`config.mk`:
```
export PLATFORM = sky130hd
export DESIGN_NAME = bin2bcd_seq
export DESIGN_NICKNAME = d
export VERILOG_FILES = /design/src/rtl/bin2bcd_seq.sv
export SDC_FILE = /design/constraint.sdc
export NUM_CORES = 1
export LEC_CHECK = 0
export ABC_AREA = 1
export CAP_MARGIN = 20
export CELL_PAD_IN_SITES_DETAIL_PLACEMENT = 0
export CELL_PAD_IN_SITES_GLOBAL_PLACEMENT = 1
export CORE_MARGIN = 5
export CORE_UTILIZATION = 30
export DETAILED_ROUTE_END_ITERATION = 10
export PLACE_DENSITY_LB_ADDON = 0.1
export REMOVE_ABC_BUFFERS = 1
export SKIP_LAST_GASP = 1
export SLEW_MARGIN = 20
export SYNTH_ARGS = -nofsm -noshare
export SYNTH_HDL_FRONTEND = slang
export SYNTH_SLANG_ARGS = --single-unit
export TNS_END_PERCENT = 50
```
`constraint.sdc`:
```
create_clock -name clk -period 2.5 [get_ports clk]
set_input_delay 0.25 -clock clk [delete_from_list [all_inputs] [get_ports clk]]
set_output_delay 0.25 -clock clk [all_outputs]
set_load 0.05 [all_outputs]
```
`src/rtl/bin2bcd_seq.sv`:
```
// Sequential binary-to-BCD converter (double dabble, one bit per clock).
// Latency: N cycles from the accepting edge to done; result registers hold until the next done.
// Backpressure: none; a start while busy is dropped, never queued.
module bin2bcd_seq #(
  parameter int N = 10
) (
  input  logic         clk,
  input  logic         rst,
  input  logic         start,
  input  logic [N-1:0] bin_in,
  output logic         busy,
  output logic         done,
  output logic [3:0]   bcd_un,
  output logic [3:0]   bcd_dec,
  output logic [3:0]   bcd_cent,
  output logic [3:0]   bcd_mil
);

  typedef enum logic {
    IDLE  = 1'b0,
    SHIFT = 1'b1
  } state_t;

  state_t       state_q, state_d;
  logic [N-1:0] bin_q, bin_d;
  logic [15:0]  scr_q, scr_d;
  logic [3:0]   cnt_q, cnt_d;
  logic [15:0]  out_q, out_d;
  logic         done_q, done_d;

  // Corrected scratch, bit 15 dropped: it is shifted out and is always 0 for N <= 13.
  logic [14:0]  corr;
  logic [15:0]  scr_shl;

  always_comb begin
    for (int i = 0; i < 3; i++) begin
      corr[4*i +: 4] = (scr_q[4*i +: 4] >= 4'd5) ? scr_q[4*i +: 4] + 4'd3 : scr_q[4*i +: 4];
    end
    corr[14:12] = 3'((scr_q[15:12] >= 4'd5) ? scr_q[15:12] + 4'd3 : scr_q[15:12]);
    scr_shl     = {corr, bin_q[N-1]};
  end

  always_comb begin
    state_d = state_q;
    bin_d   = bin_q;
    scr_d   = scr_q;
    cnt_d   = cnt_q;
    out_d   = out_q;
    done_d  = 1'b0;
    case (state_q)
      IDLE: begin
        if (start) begin
          bin_d   = bin_in;
          scr_d   = '0;
          cnt_d   = 4'(N);
          state_d = SHIFT;
        end
      end
      SHIFT: begin
        scr_d = scr_shl;
        bin_d = {bin_q[N-2:0], 1'b0};
        cnt_d = cnt_q - 4'd1;
        if (cnt_q == 4'd1) begin
          out_d   = scr_shl;
          done_d  = 1'b1;
          state_d = IDLE;
        end
      end
      default: state_d = IDLE;
    endcase
  end

  always_ff @(posedge clk or negedge rst) begin
    if (!rst) begin
      state_q <= IDLE;
      bin_q   <= '0;
      scr_q   <= '0;
      cnt_q   <= '0;
      out_q   <= '0;
      done_q  <= 1'b0;
    end else begin
      state_q <= state_d;
      bin_q   <= bin_d;
      scr_q   <= scr_d;
      cnt_q   <= cnt_d;
      out_q   <= out_d;
      done_q  <= done_d;
    end
  end

  assign busy     = (state_q == SHIFT);
  assign done     = done_q;
  assign bcd_un   = out_q[3:0];
  assign bcd_dec  = out_q[7:4];
  assign bcd_cent = out_q[11:8];
  assign bcd_mil  = out_q[15:12];

endmodule

```
==> results.md, run 1 <==
- Final Hold Viols: 0
- Area contributors post-synth: dfrtp_1 (53%), nand2_1 (16%), nand3_1 (6.8%)
- Drt drc: 0
- Fillcell total: between 700 and 800
- Outcome: complete, no violations
- Peak supply drop: slightly above 0.0006 V
- Die area: 9460 um^2
- CP top delay family: buffers and inverters
- Largest area contributor in the netlist: dfrtp_1
- Routed len/inst: 12.78 um
- H-tree depth: 2
- Flops & latches, synth: 48
- Congestion Overflow GR: 0
- Io pins: 31
- Vias per inst: 4.507
- Final Cycle Share: between 60% and 70%
- Nets: 326
- Crit path launch type: flop
- Slew headroom: 66.35%
- Largest net degree at the start of global routing: 26
- Slowest stage cell on the critical path: clkdlybuf4s50_1
- Initial Utilization: a little under a third
- Rows: 31
- R2R Path Start: busy
- Yosys cell types: 19
- GRT Overall Usage: a little under an eighth
- Met2 Use GR: 18.15%
- Global-route wire length before repair: 9045 um
- Critical path class: reg -> out
- Worst Hold Class: in -> async
- Register Area: ~1200 um^2
- Met1 GRT Util: 15.95%
- Chip width: 97.27 um
- Ys Warns: 0
- Number of synthesized flops with an enable pin: 0
- Area share of the largest cell type after synthesis: 52.57%
- Post-route ant nets: 0
- CORE AREA: 7331 um^2
- Fraction of registers with async set/reset: 100.0%
- Crit. Startpoint: out_q[2]
- Cell count after synthesis: 268
- Most Used Layer, Global Route: met2
- Final Slew Violations: 0
- Worst EP required: 2250 ps
- Final GP Congestion: 0.6840
- CP Max Fanout: 2
- Unrepaired setup endpoints after global routing: no
- Worst Setup End Kind: output pin
- Hold-fix buffers at CTS: 1
- Clock Latency Late Sink: 300 ps
- WL final: approximately 5100 um
- CTS sink cnt: 48
- CTS tree: built
- Fin crit period: around 1700 ps
- Crit path buf inv count: 1
- Setup TNS: 0 ps
- Setup ws final: 783.0 ps
- GRT met3 Usage: slightly below 3%
- ANT cells: 0
- Layout cells sized above 1: 5.281%
- Final Total Pwr: 3.920 mW
- CP cell instances: clkdlybuf4s50_1
- Cts repair resizes: 0
- CP peak stage delay: 810 ps
- First-pass detailed-route iteration total: 4
- Synth Cell Area: roughly 2300 um^2
- Antenna violations before repair: 0
- Worst EP arrival: between 1000 and 1500 ps
- PD cells: 1411 nW/um^2
- Final HPWL DP: 3559 um
- CTS clk-pin slew, worst paths: 80 ps
- Die Height: ~100 um
- Most common cell in the netlist: nand2_1
- Vias: 1812
- Total CTS buffers: 5
- Max Freq: roughly 580 MHz
- Final clock skew: approximately 7.7 ps
- Postcts setup bufs: 0
- Final setup viols: 0
- Post-synthesis sequential area ratio: 52.57%
- LEAKAGE: about 1.4 nW
- Maximum buffer depth of the clock tree: 2
- Area Growth Syn to Fin: 21.58%
- DRT iter0 DRCs: 75
- Root Driver: clkbuf_8
- Pre-CTS setup slack: 932.3 ps
- Maxcap violations: 0
- Top_reg_cell synth: dfrtp_1
- Post-synth top cells: nand2_1 (96), dfrtp_1 (48), nand3_1 (31), inv_1 (24), o21ai_0 (12)
- Vias in the first global route: 1859
- Slew @ Worst Pin: 503.1 ps
- Area of the multi-input gates: 930.9 um^2
- Syn Area/Cell: 8.525 um^2
- Port Buffers: 30
## final timing paths
path,endpoint,slack (ps),depth (start not counted)
max,bcd_un[2],780,1
min,out_q[6],350,2
max reg2reg,scr_q[15],1020,4
min reg2reg,out_q[8],480,2
max in group asynchronous,cnt_q[2],1610,3
min in group clk,out_q[8],480,2
## kinds of logic (layout without fill, tap and decap cells)
family / after synthesis / after routing / synth area share, %
AO/OA/AOI/OAI: 30 / 30 / 7.777
XOR/XNOR: 1 / 1 / 0.3834
adder cells (fa/ha/maj): 10 / 10 / 5.476
buffers and inverters: 34 / 69 / 6.681
flip-flops: 48 / 48 / 52.57
AND/OR/NAND/NOR: 145 / 145 / 27.11
## area by class of cell
cell class / count / share of cell area, %
Timing Repair Buffer: 37 / 12.61
Inverter: 25 / 3.378
Tap cell: 99 / 4.459
Multi-Input combinational cell: 186 / 33.51
Clock inverter: 1 / 0.1802
Clock buffer: 6 / 2.613
Sequential cell: 48 / 43.24
## metrics by stage
step	cells	instance area, um^2	hold slack, ps	util (%)
after floorplan	259	2226	-45.59	-
after global placement	394	2690	140.9	36.70
after detailed placement	394	2690	133.2	36.70
after CTS	402	2778	349.8	37.89
after global routing	402	2778	382.6	37.89
final	402	2778	345.9	37.89
## flip-flops by register name, indices dropped and copies added (netlist names)
register / flops
done: 1
busy: 1
out_q: 16
cnt_q: 4
scr_q: 16
bin_q: 10
## report_power, final
group / internal, mW / total [mW] / leakage (nW) / switching (mW)
sequential: 1.14 / 1.36 / 0.602 / 0.223
clock: 0.191 / 0.447 / 0.0410 / 0.256
combinational: 0.714 / 2.11 / 0.726 / 1.40
total: 2.04 / 3.92 / 1.37 / 1.88
## metal layers
layer / vias up / share of wire (%) / routed length, um
li1: 949 / - / -
met1: 826 / 53 / 2709
met2: 33 / 42 / 2175
met3: 4 / 4.2 / 217
met4: 0 / 0.62 / 32
met5: - / 0 / 0
## layout by cell type (no fill, tap or decap)
cell	synthesis	final
buf_2	5	1
inv_2	1	1
o22ai_1	6	6
clkbuf_8	0	5
clkbuf_1	0	1
clkdlybuf4s50_1	0	29
a22oi_1	6	6
nand3_1	31	31
xnor2_1	1	1
dlygate4sd3_1	0	1
ha_1	10	10
nand3_2	1	1
o21ai_0	12	12
inv_1	24	24
o211ai_1	2	2
nand2_1	96	96
nand4_1	9	9
clkinv_2	0	1
nor2_1	7	7
nor2_4	1	1
buf_4	3	6
o21ai_1	4	4
dfrtp_1	48	48
Note: power is estimated with default switching activity, not from simulation.
==> run 2: changes to the inputs <==
==> constraint.sdc (replaced) <==
create_clock -name clk -period 1.5 [get_ports clk]
set_input_delay 0.15 -clock clk [delete_from_list [all_inputs] [get_ports clk]]
set_output_delay 0.15 -clock clk [all_outputs]
set_load 0.05 [all_outputs]
==> run 2 against run 1 <==
  * Sequential power increased by 71%
  * Power rose by 69%
  * Routed wire length down 0.88%
  * Die area unchanged
  * First-iteration DRC count decreased by 39%
  * Non-clock buffer count rose by 3
  * Setup slack got worse by 600 ps
  * Largest cell class unchanged
  * Sequential cell count stayed put
  * Worst hold slack better by 24 ps
  * Clock power is 81% higher
  * Sequential share of layout area decreased by 0.35 points
  * Critical path depth is 7 higher
==> results.md, run 2 (synthesized netlist as in run 1, its figures left out) <==
- Outcome: complete, no violations (unchanged)
- Crit path top cell by count: nand2_1
- Final Hold Viols: 0 (unchanged)
- Part of the power in combinational logic: 52.8% (was 53.9%)
- Final Total Pwr: 6.616 mW (was 3.920 mW)
- Largest net degree at the start of global routing: 49 (was 26)
- ANT cells: 0 (unchanged)
- Net switching fraction of the power: 47.52% (was 47.85%)
- Maxcap violations: 0 (unchanged)
- Die area: 9460 um^2 (unchanged)
- Total CTS buffers: 5 (unchanged)
- Slew @ Worst Pin: 410.6 ps (was 503.1 ps)
- Vias in the first global route: 1872 (was 1859)
- Worst Reg-to-Reg Cells: 8 (was 4)
- Crit path buf inv count: 2 (was 1)
- Max Freq: 760.2 MHz
- Critical path class: reg -> reg (was reg -> out)
- Worst EP required: 1700 ps (was 2250 ps)
- Root Driver: clkbuf_8 (unchanged)
- Post-DP Area: 2693 um^2 (was 2690 um^2)
- Final GP Congestion: 0.8235 (was 0.6840)
- Fin crit period: 1315 ps
- Internal Power: 3.472 mW (was 2.044 mW)
- Final Cycle Share: 87.70%
- Pre-CTS setup slack: 183.5 ps (was 932.3 ps)
- CP peak stage delay: 410 ps (was 810 ps)
- Most frequent cells in the layout: nand2_1 (96), dfrtp_1 (48), nand3_1 (30) (was nand2_1 (96), dfrtp_1 (48), nand3_1 (31))
- Chip width: 97.27 um (unchanged)
- Layout cells sized above 1: 13.03% (was 5.281%)
- Clk pwr share: 12.2% (was 11.4%)
- Worst EP arrival: 1510 ps (was 1470 ps)
- Final setup viols: 0 (unchanged)
- Global-route wire length before repair: 9018 um (was 9045 um)
- WP depth: 8 (was 1)
- CTS clk-pin slew, worst paths: 90 ps (was 80 ps)
- H-tree depth: 2 (unchanged)
- DRT iter0 DRCs: 46 (was 75)
- CP top delay family: simple AND/OR/NAND/NOR gates (was buffers and inverters)
- Io pins: 31 (unchanged)
- Nets: 329 (was 326)
- Vias per inst: 4.502 (was 4.507)
- Final HPWL DP: 3538 um (was 3559 um)
- CORE AREA: 7331 um^2 (unchanged)
- Setup TNS: 0 ps (unchanged)
- Port Buffers: 30 (unchanged)
- Slowest stage cell on the critical path: dfrtp_1 (was clkdlybuf4s50_1)
- NetSw: 3.144 mW (was 1.876 mW)
- Antenna violations before repair: 0 (unchanged)
- Post-route ant nets: 0 (unchanged)
- GRT Overall Usage: 11.63% (was 11.56%)
- Maximum buffer depth of the clock tree: 2 (unchanged)
- CTS tree: built (unchanged)
- Initial Utilization: 31.17% (unchanged)
- Die Height: 97.27 um (unchanged)
- Sequential share of power: 35.0% (was 34.7%)
- Area Growth Syn to Fin: 22.56% (was 21.58%)
- Drt drc: 0 (unchanged)
- Peak supply drop: 0.0007006 V (was 0.0006143 V)
- CP cell instances: inv_1, ha_1, inv_1, nand2_1, nand3_1, nand2_1, nand3_1, nand2_1 (was clkdlybuf4s50_1)
- Finished layout cell area: 2800 um^2 (was 2778 um^2)
- Regs by FF count: out_q x16, scr_q x16, bin_q x10 (unchanged)
- Crit path launch type: flop (unchanged)
- CTS sink cnt: 48 (unchanged)
- Congestion Overflow GR: 0 (unchanged)
- Vias: 1828 (was 1812)
- WL final: 5091 um (was 5136 um)
- LEAKAGE: 1.432 nW (was 1.369 nW)
- Most common cell after layout, fill and taps aside: nand2_1 (unchanged)
- Rows: 31 (unchanged)
- First-pass detailed-route iteration total: 4 (unchanged)
- Unrepaired setup endpoints after global routing: no (unchanged)
- Worst Setup End Kind: flop (was output pin)
- Routed len/inst: 12.54 um (was 12.78 um)
- Slew headroom: 72.63% (was 66.35%)
- PD cells: 2363 nW/um^2 (was 1411 nW/um^2)
- Setup ws final: 184.5 ps (was 783.0 ps)
- Worst Hold Class: in -> async (unchanged)
- Clock Latency Late Sink: 300 ps (about the same)
- CP Max Fanout: 5 (was 2)
- Final Slew Violations: 0 (unchanged)
- Final clock skew: 6.825 ps (was 7.734 ps)
==> run 2: repair_timing <==
item	4_1_cts	5_1_grt
buffers inserted	0	0
hold buffers	1	0
endpoints found under the setup margin	0	1
hold endpoints to repair	48	0
gates resized for setup	0	1
==> run 2: stage by stage <==
step	hold slack, ps	instances	util [%]
after global placement	165.8	397	36.73
final	370.0	406	38.20
after CTS	362.7	406	38.13
after global routing	367.4	406	38.20
after detailed placement	162.4	397	36.73
after floorplan	-145.6	259	-
==> run 2: worst reg2reg max path: stages, from the launching register on <==
cell and delay, ps:
dfrtp_1 410, inv_1 90, ha_1 210, inv_1 50, nand2_1 80, nand3_1 160, nand2_1 90, nand3_1 80
nand2_1 50
==> run 2: routing by layer <==
layer / share of wire (%) / track usage (%) / vias to the layer above / wire length (um)
met5: 0 / 0 / - / 0
met4: 1.4 / 4.366 / 0 / 70
met3: 3.6 / 3.015 / 7 / 185
met2: 46 / 18.15 / 30 / 2335
met1: 49 / 15.50 / 838 / 2499
li1: - / - / 953 / -
==> run 2: power by group through the flow <==
stage                     sequential, mW  combinational [mW]  clock [mW]
after floorplan                     3.01                1.75           0
after global placement              2.34                3.53           0
after detailed placement            2.34                3.54           0
after CTS                           2.32                3.55       0.845
after global routing                2.41                3.96       0.896
final                               2.32                3.49       0.807
==> run 2: worst paths after layout <==
path	from	end	slack [ps]
min in group clk	bin_in[6]	bin_q[6]	370
worst max-delay path	scr_q[8]	out_q[10]	180
worst max register to register	scr_q[8]	out_q[10]	180
max in group asynchronous	rst	bin_q[0]	900
worst min-delay path	rst	out_q[6]	370
worst min register to register	out_q[10]	out_q[10]	480
==> run 2: cell type report <==
class                   count  area, um^2
fillers                   773        4531
flip-flops and latches     48        1201
multi-input cells         186       935.9
repair buffers             40       352.8
well taps                  99       123.9
inverters                  25       93.84
clock buffers               6       82.58
clock inverters             2       10.01
==> run 3: changes to the inputs <==
--- a/config.mk
+++ b/config.mk
@@ -14,7 +14,6 @@
 export DETAILED_ROUTE_END_ITERATION = 10
 export PLACE_DENSITY_LB_ADDON = 0.1
 export REMOVE_ABC_BUFFERS = 1
-export SKIP_LAST_GASP = 1
 export SLEW_MARGIN = 20
 export SYNTH_ARGS = -nofsm -noshare
 export SYNTH_HDL_FRONTEND = slang
==> results of run 3 <==
No change in the layout: final DEF, timing and power equal those of run 2.
